--- src/rtl/spi_adc_reader.sv ---
// ---------------------------------------------------------------------------
// spi_adc_reader
//
// SPI master that periodically reads a 16-bit serial ADC (conversion starts
// on cs_n fall, data shifted MSB first on sclk falling edges) and presents
// each captured sample on an AXI-Stream master output.
//
// Ports:
//   mclk          in   master clock (50 MHz domain)
//   rst           in   synchronous active-high reset
//   en            in   enable; low aborts the current frame, stops sampling
//   m_axis_valid  out  sample available
//   m_axis_ready  in   downstream accepts the sample
//   m_axis_data   out  captured sample, MSB = first bit received
//   cs_n          out  ADC chip select, active low
//   sclk          out  SPI clock, idles high
//   miso          in   ADC serial data
//   overrun       out  one-cycle pulse: a sample was dropped
//
// Build option:
//   ADC_OVERSAMPLE_AVG_EN  when defined, four consecutive frames are summed
//                          and their truncated mean is published instead of
//                          every individual frame.
//
// All outputs are registered.
// ---------------------------------------------------------------------------
//
// state   | meaning
// --------+-----------------------------------------------------------------
// IDLE    | cs_n high, waiting for the sample-period tick
// START   | cs_n low, first half sclk period before the first fall
// XMIT    | toggling sclk every half period, capturing on each rise
// FINISH  | last rise done, sclk held high for half a period before cs_n
// PUBLISH | cs_n high again; captured frame handed to the output stage
//
module spi_adc_reader #(
    parameter int unsigned MCLK_CYCLES_PER_SAMPLE        = 200,
    parameter int unsigned MCLK_CYCLES_PER_SPI_CLK_CYCLE = 8,
    parameter int unsigned DATA_BITS                     = 16
) (
    input  logic                 mclk,
    input  logic                 rst,
    input  logic                 en,
    output logic                 m_axis_valid,
    input  logic                 m_axis_ready,
    output logic [DATA_BITS-1:0] m_axis_data,
    output logic                 cs_n,
    output logic                 sclk,
    input  logic                 miso,
    output logic                 overrun
);

    localparam int unsigned HALF_PERIOD = MCLK_CYCLES_PER_SPI_CLK_CYCLE / 2;

    localparam int unsigned SAMPLE_W = $clog2(MCLK_CYCLES_PER_SAMPLE);
    localparam int unsigned HALF_W   = $clog2(MCLK_CYCLES_PER_SPI_CLK_CYCLE);
    localparam int unsigned BIT_W    = $clog2(DATA_BITS);

    localparam logic [SAMPLE_W-1:0] SAMPLE_LAST = SAMPLE_W'(MCLK_CYCLES_PER_SAMPLE - 1);
    localparam logic [HALF_W-1:0]   HALF_LOAD   = HALF_W'(HALF_PERIOD - 1);
    localparam logic [BIT_W-1:0]    BIT_LAST    = BIT_W'(DATA_BITS - 1);

    localparam logic [2:0] ST_IDLE    = 3'd0;
    localparam logic [2:0] ST_START   = 3'd1;
    localparam logic [2:0] ST_XMIT    = 3'd2;
    localparam logic [2:0] ST_FINISH  = 3'd3;
    localparam logic [2:0] ST_PUBLISH = 3'd4;

    // -----------------------------------------------------------------------
    // Registers
    // -----------------------------------------------------------------------
    logic [2:0]           state_q,      state_d;
    logic [SAMPLE_W-1:0]  sample_cnt_q, sample_cnt_d;
    logic [HALF_W-1:0]    half_q,       half_d;
    logic [BIT_W-1:0]     bit_q,        bit_d;
    logic [DATA_BITS-1:0] shift_q,      shift_d;
    logic                 cs_n_q,       cs_n_d;
    logic                 sclk_q,       sclk_d;
    logic                 valid_q,      valid_d;
    logic [DATA_BITS-1:0] data_q,       data_d;
    logic                 overrun_q,    overrun_d;

`ifdef ADC_OVERSAMPLE_AVG_EN
    logic [DATA_BITS+1:0] acc_q,        acc_d;
    logic [1:0]           frame_cnt_q,  frame_cnt_d;
    logic [DATA_BITS+1:0] acc_sum;
`endif

    // -----------------------------------------------------------------------
    // Combinational helpers
    // -----------------------------------------------------------------------
    logic                 tick;
    logic                 half_done;
    logic                 frame_done;
    logic                 publish;
    logic [DATA_BITS-1:0] pub_data;

    assign tick      = en && (sample_cnt_q == SAMPLE_LAST);
    assign half_done = (half_q == '0);

    // Sample-period counter: free-runs 0..N-1 while enabled, parked at 0
    // otherwise so re-enabling always gives a full period before the frame.
    always_comb begin
        sample_cnt_d = sample_cnt_q;
        if (!en) begin
            sample_cnt_d = '0;
        end else if (sample_cnt_q == SAMPLE_LAST) begin
            sample_cnt_d = '0;
        end else begin
            sample_cnt_d = sample_cnt_q + 1'b1;
        end
    end

    // -----------------------------------------------------------------------
    // Frame FSM
    // half_q is a down-counter timing each half sclk period; every terminal
    // count either toggles sclk or advances the state.
    // -----------------------------------------------------------------------
    always_comb begin
        state_d    = state_q;
        half_d     = half_q;
        bit_d      = bit_q;
        shift_d    = shift_q;
        cs_n_d     = cs_n_q;
        sclk_d     = sclk_q;
        frame_done = 1'b0;

        case (state_q)
            ST_IDLE: begin
                if (tick) begin
                    state_d = ST_START;
                    cs_n_d  = 1'b0;
                    half_d  = HALF_LOAD;
                    bit_d   = '0;
                    shift_d = '0;
                end
            end

            ST_START: begin
                if (half_done) begin
                    sclk_d  = 1'b0;
                    half_d  = HALF_LOAD;
                    state_d = ST_XMIT;
                end else begin
                    half_d = half_q - 1'b1;
                end
            end

            ST_XMIT: begin
                if (half_done) begin
                    half_d = HALF_LOAD;
                    if (!sclk_q) begin
                        // Capture on the same edge that raises sclk: miso has
                        // been stable since the previous fall.
                        sclk_d  = 1'b1;
                        shift_d = {shift_q[DATA_BITS-2:0], miso};
                        bit_d   = bit_q + 1'b1;
                        if (bit_q == BIT_LAST) begin
                            state_d = ST_FINISH;
                        end
                    end else begin
                        sclk_d = 1'b0;
                    end
                end else begin
                    half_d = half_q - 1'b1;
                end
            end

            ST_FINISH: begin
                if (half_done) begin
                    cs_n_d  = 1'b1;
                    state_d = ST_PUBLISH;
                end else begin
                    half_d = half_q - 1'b1;
                end
            end

            ST_PUBLISH: begin
                state_d    = ST_IDLE;
                frame_done = 1'b1;
            end

            default: begin
                state_d = ST_IDLE;
                cs_n_d  = 1'b1;
                sclk_d  = 1'b1;
            end
        endcase

        // Disable overrides everything: drop the frame, release the bus.
        if (!en) begin
            state_d    = ST_IDLE;
            cs_n_d     = 1'b1;
            sclk_d     = 1'b1;
            half_d     = '0;
            bit_d      = '0;
            shift_d    = '0;
            frame_done = 1'b0;
        end
    end

    // -----------------------------------------------------------------------
    // Frame-to-output selection
    // -----------------------------------------------------------------------
`ifdef ADC_OVERSAMPLE_AVG_EN
    // Accumulate four frames; the fourth publishes the sum divided by four
    // (truncated) and restarts the group.
    assign acc_sum  = acc_q + {2'b00, shift_q};
    assign pub_data = acc_sum[DATA_BITS+1:2];

    always_comb begin
        acc_d       = acc_q;
        frame_cnt_d = frame_cnt_q;
        publish     = 1'b0;
        if (frame_done) begin
            if (frame_cnt_q == 2'd3) begin
                publish     = 1'b1;
                acc_d       = '0;
                frame_cnt_d = '0;
            end else begin
                acc_d       = acc_sum;
                frame_cnt_d = frame_cnt_q + 1'b1;
            end
        end
        if (!en) begin
            acc_d       = '0;
            frame_cnt_d = '0;
        end
    end
`else
    assign publish  = frame_done;
    assign pub_data = shift_q;
`endif

    // -----------------------------------------------------------------------
    // AXI-Stream output stage
    // A publish into a slot that is being emptied this same cycle reloads
    // without a valid gap; a publish into a stalled full slot is dropped.
    // -----------------------------------------------------------------------
    always_comb begin
        valid_d   = valid_q;
        data_d    = data_q;
        overrun_d = 1'b0;
        if (publish) begin
            if (!valid_q || m_axis_ready) begin
                data_d  = pub_data;
                valid_d = 1'b1;
            end else begin
                overrun_d = 1'b1;
            end
        end else if (valid_q && m_axis_ready) begin
            valid_d = 1'b0;
        end
    end

    // -----------------------------------------------------------------------
    // State registers
    // -----------------------------------------------------------------------
    always_ff @(posedge mclk) begin
        if (rst) begin
            state_q      <= ST_IDLE;
            sample_cnt_q <= '0;
            half_q       <= '0;
            bit_q        <= '0;
            shift_q      <= '0;
            cs_n_q       <= 1'b1;
            sclk_q       <= 1'b1;
            valid_q      <= 1'b0;
            data_q       <= '0;
            overrun_q    <= 1'b0;
        end else begin
            state_q      <= state_d;
            sample_cnt_q <= sample_cnt_d;
            half_q       <= half_d;
            bit_q        <= bit_d;
            shift_q      <= shift_d;
            cs_n_q       <= cs_n_d;
            sclk_q       <= sclk_d;
            valid_q      <= valid_d;
            data_q       <= data_d;
            overrun_q    <= overrun_d;
        end
    end

`ifdef ADC_OVERSAMPLE_AVG_EN
    always_ff @(posedge mclk) begin
        if (rst) begin
            acc_q       <= '0;
            frame_cnt_q <= '0;
        end else begin
            acc_q       <= acc_d;
            frame_cnt_q <= frame_cnt_d;
        end
    end
`endif

    assign cs_n         = cs_n_q;
    assign sclk         = sclk_q;
    assign m_axis_valid = valid_q;
    assign m_axis_data  = data_q;
    assign overrun      = overrun_q;

endmodule

--- config.mk ---
export PLATFORM = sky130hd
export DESIGN_NAME = spi_adc_reader
export DESIGN_NICKNAME = d
export VERILOG_FILES = /design/src/rtl/spi_adc_reader.sv
export SDC_FILE = /design/constraint.sdc
export NUM_CORES = 1
export LEC_CHECK = 0
export CELL_PAD_IN_SITES_DETAIL_PLACEMENT = 1
export CELL_PAD_IN_SITES_GLOBAL_PLACEMENT = 1
export CORE_ASPECT_RATIO = 0.9
export CORE_MARGIN = 10
export CORE_UTILIZATION = 42
export DETAILED_ROUTE_END_ITERATION = 8
export HOLD_SLACK_MARGIN = 0.03
export PLACE_DENSITY = 0.83
export SETUP_SLACK_MARGIN = 0.02
export SYNTH_ARGS = -nofsm -noshare
export SYNTH_HDL_FRONTEND = slang
export SYNTH_SLANG_ARGS = --single-unit
--- constraint.sdc ---
create_clock -name mclk -period 2.75 [get_ports mclk]
set_clock_uncertainty 0.05 [all_clocks]
set_input_delay 0.275 -clock mclk [delete_from_list [all_inputs] [get_ports mclk]]
set_output_delay 0.275 -clock mclk [all_outputs]
set_load 0.005 [all_outputs]
==> flow_summary.json <==
{
  "cts_tree": "yes",
  "final_cell_mix": "dfxtp_1, nand2_1, mux2i_1",
  "ant_nets": 0,
  "r2r_slack_ns": 0.52,
  "fin_crit_ns": 2.233,
  "grt_pass1_wl_um": 9266,
  "peakVddDrop_uv": 298.0,
  "mostFrequentLayoutCell": "dfxtp_1",
  "post_cts_resized": 0,
  "dp_hpwl_um": 3812,
  "yosysSeqAreaShare_pct": 47.50,
  "io_pins": 25,
  "crit_type": "reg -> reg",
  "worst_slack_ns": 0.5167,
  "synth_cell_types": 43,
  "comb_power_share_pct": 2.4,
  "hold_ws_ns": 0.4289,
  "p_leak_nw": 1.205,
  "dr.pass1.iters": 4,
  "vias": 1752,
  "power_frac_seq_pct": 61.0,
  "nNetsFinal": 277,
  "drv_cap": 0,
  "fmax_ghz": 0.4478,
  "grtUsageTotal_pct": 12.15,
  "drive_gt1_share_pct": 7.807,
  "cts.clk_slew.worst_paths_ns": 0.10,
  "final_area_sq_mm": 0.002694,
  "tightest_slew_ns": 1.187,
  "htreeDepth": 2,
  "die_y_um": 89.84,
  "wl_per_cell_um": 15.41,
  "hp-class": "reg -> reg",
  "syn-instance-count": 242,
  "cts_sinks": 54,
  "rsz0062_at_grt": "no",
  "drt_iter0_markers": 46,
  "critPathArrivalTime_ns": 2.39,
  "async_flop_share_pct": 0,
  "switching_power_mw": 0.2835,
  "post-place-ws_ns": 0.4702,
  "cp-endpoint": "bit_q[0]$_SDFFE_PP0P_",
  "antenna_found_initial": 0,
  "crit_path_cell_trace": "ha_1 > nand4_1 > or4_4 > a21o_1 > buf_4 > a31o_1",
  "ys_warn_count": 0,
  "fin_tns_setup_ns": 0,
  "area_delta_synth_final_pct": 18.36,
  "drc": 0,
  "timing.rr.end": "bit_q[0]$_SDFFE_PP0P_",
  "startpoint_type": "register",
  "status": "complete, no violations",
  "crit_fanout": 8,
  "synth_area_leader_cell": "dfxtp_1",
  "clk_path_buf_depth": 2,
  "synth_edf_count": 0,
  "p_clk_share_pct": 36.6,
  "die_w_um": 97.60,
  "syn_area_sq_mm": 0.002276,
  "grt.overflow.total": 0,
  "postCtsSetupBuffers": 0,
  "cts-root-buf": "clkbuf_8",
  "die_area_sq_mm": 0.008767,
  "synth_top_area_share_pct": 47.50,
  "reg2regPathDepth": 6,
  "syn_avg_cell_area_sq_um": 9.405,
  "rows": 25,
  "core-area_sq_mm": 0.005255,
  "cts-hold-fix-buffers": 0,
  "crit_required_ns": 2.91,
  "synth.ff_latch_count": 54,
  "insertion_delay_ns": 0.30,
  "switching_share_pct": 22.05,
  "fin_crit_sh_pct": 81.21,
  "syn_nets": 251,
  "intPower_mw": 1.002,
  "fillerInstances": 603,
  "finalSetupViolations": 0,
  "start_util_pct": 43.31,
  "grt_max_degree": 27,
  "r2r_start": "sample_cnt_q[0]$_SDFF_PP0_",
  "crit_slowest_cell": "or4_4",
  "max_slew_margin_pct": 19.85,
  "vias_per_cell": 5.214,
  "grt_pass1_vias": 1915,
  "synth.area.top_cells": "dfxtp_1, mux2i_1, nand2_1",
  "hold_viol_final": 0,
  "antenna_cells": 0,
  "instances_no_fill": 336,
  "routed_wl_um": 5177,
  "ys.flop_type": "dfxtp_1",
  "dp_cells": 328,
  "slew_viol_final": 0,
  "max_stage_delay_ns": 0.54,
  "cts_inserted_buffers": 5,
  "setup.worst_path.start": "sample_cnt_q[0]$_SDFF_PP0_",
  "cp-end-kind": "register",
  "io_buffers": 24,
  "gp_congestion": 0.7916,
  "placed_area_sq_mm": 0.002594,
  "p_per_area_mw_per_mm2": 477.2
}
registers in the layout, indices dropped and copies added, names as in the netlist, 3 cells and up:
signal	count
bit_q	4
half_q	3
m_axis_data	16
pub_data	16
sample_cnt_q	8
state_q	3
power by group through the flow:
stage / combinational (mW) / sequential (mW) / clock (mW)
after floorplan: 0.0167 / 0.802 / 0
after global placement: 0.0307 / 0.802 / 0
after detailed placement: 0.0309 / 0.802 / 0
after CTS: 0.0310 / 0.784 / 0.489
after global routing: 0.0341 / 0.785 / 0.516
final: 0.0308 / 0.784 / 0.471
worst max-delay path, delay by kind of cell, from the launching register on:
| kind | cells | cell delay [ns] |
|---|---|---|
| flip-flops | 1 | 0.39 |
| buffers and inverters | 1 | 0.23 |
| AND/OR/NAND/NOR | 2 | 0.70 |
| AO/OA/AOI/OAI | 2 | 0.52 |
| adder cells (fa/ha/maj) | 1 | 0.25 |
cell usage after synthesis (all sizes together) (2+ instances only):
master	count
a21oi	6
and3	3
buf	5
clkbuf	8
dfxtp	54
ha	4
inv	4
mux2i	33
nand2	34
nand2b	4
nand3	12
nand4	3
nor2	30
nor2b	2
nor3	5
o211a	2
o21a	2
o21ai	4
o41ai	2
or3b	2
xor2	6
worst min-delay path by stage:
stage	cells past startpoint	from	to
5_1_grt	1	half_q[1]$_SDFFE_PP0P_	half_q[1]$_SDFFE_PP0P_
3_3_place_gp	1	half_q[1]$_SDFFE_PP0P_	half_q[1]$_SDFFE_PP0P_
2_1_floorplan	2	miso	pub_data[0]$_SDFFE_PP0P_
6_report	1	sample_cnt_q[0]$_SDFF_PP0_	sample_cnt_q[0]$_SDFF_PP0_
4_1_cts	1	sample_cnt_q[0]$_SDFF_PP0_	sample_cnt_q[0]$_SDFF_PP0_
3_5_place_dp	1	half_q[1]$_SDFFE_PP0P_	half_q[1]$_SDFFE_PP0P_
routing by layer:
metal	GRT usage (%)	up-vias	part of all wire [%]
li1	-	888	-
met1	14.33	840	46
met2	21.35	20	49
met3	2.831	4	3.3
met4	3.269	0	1.0
met5	0	-	0
layout make-up:
class | count | area (sq um) | area share [%]
clock inverters | 2 | 17.52 | 0.6503
inverters | 4 | 15.01 | 0.5574
clock buffers | 6 | 82.58 | 3.065
well taps | 67 | 83.83 | 3.112
flip-flops and latches | 54 | 1081 | 40.13
multi-input cells | 171 | 1114 | 41.34
repair buffers | 32 | 300.3 | 11.15
per-stage QoR:
| step | util [%] | power (mW) |
|---|---|---|
| floorplan | - | 0.8188 |
| detailed placement | 49.36 | 0.8333 |
| global route | 51.26 | 1.335 |
| CTS | 51.26 | 1.304 |
| global placement | 49.36 | 0.8331 |
| finish | 51.26 | 1.286 |
kinds of logic after synthesis:
logic type	count (synthesis)	share of synthesized area [%]
AND/OR/NAND/NOR	100	20.51
flip-flops	54	47.50
multiplexers	33	14.51
AO/OA/AOI/OAI	27	9.017
buffers and inverters	17	3.573
XOR/XNOR	7	2.694
adder cells (fa/ha/maj)	4	2.199
Note: power is estimated with default switching activity, not from simulation.
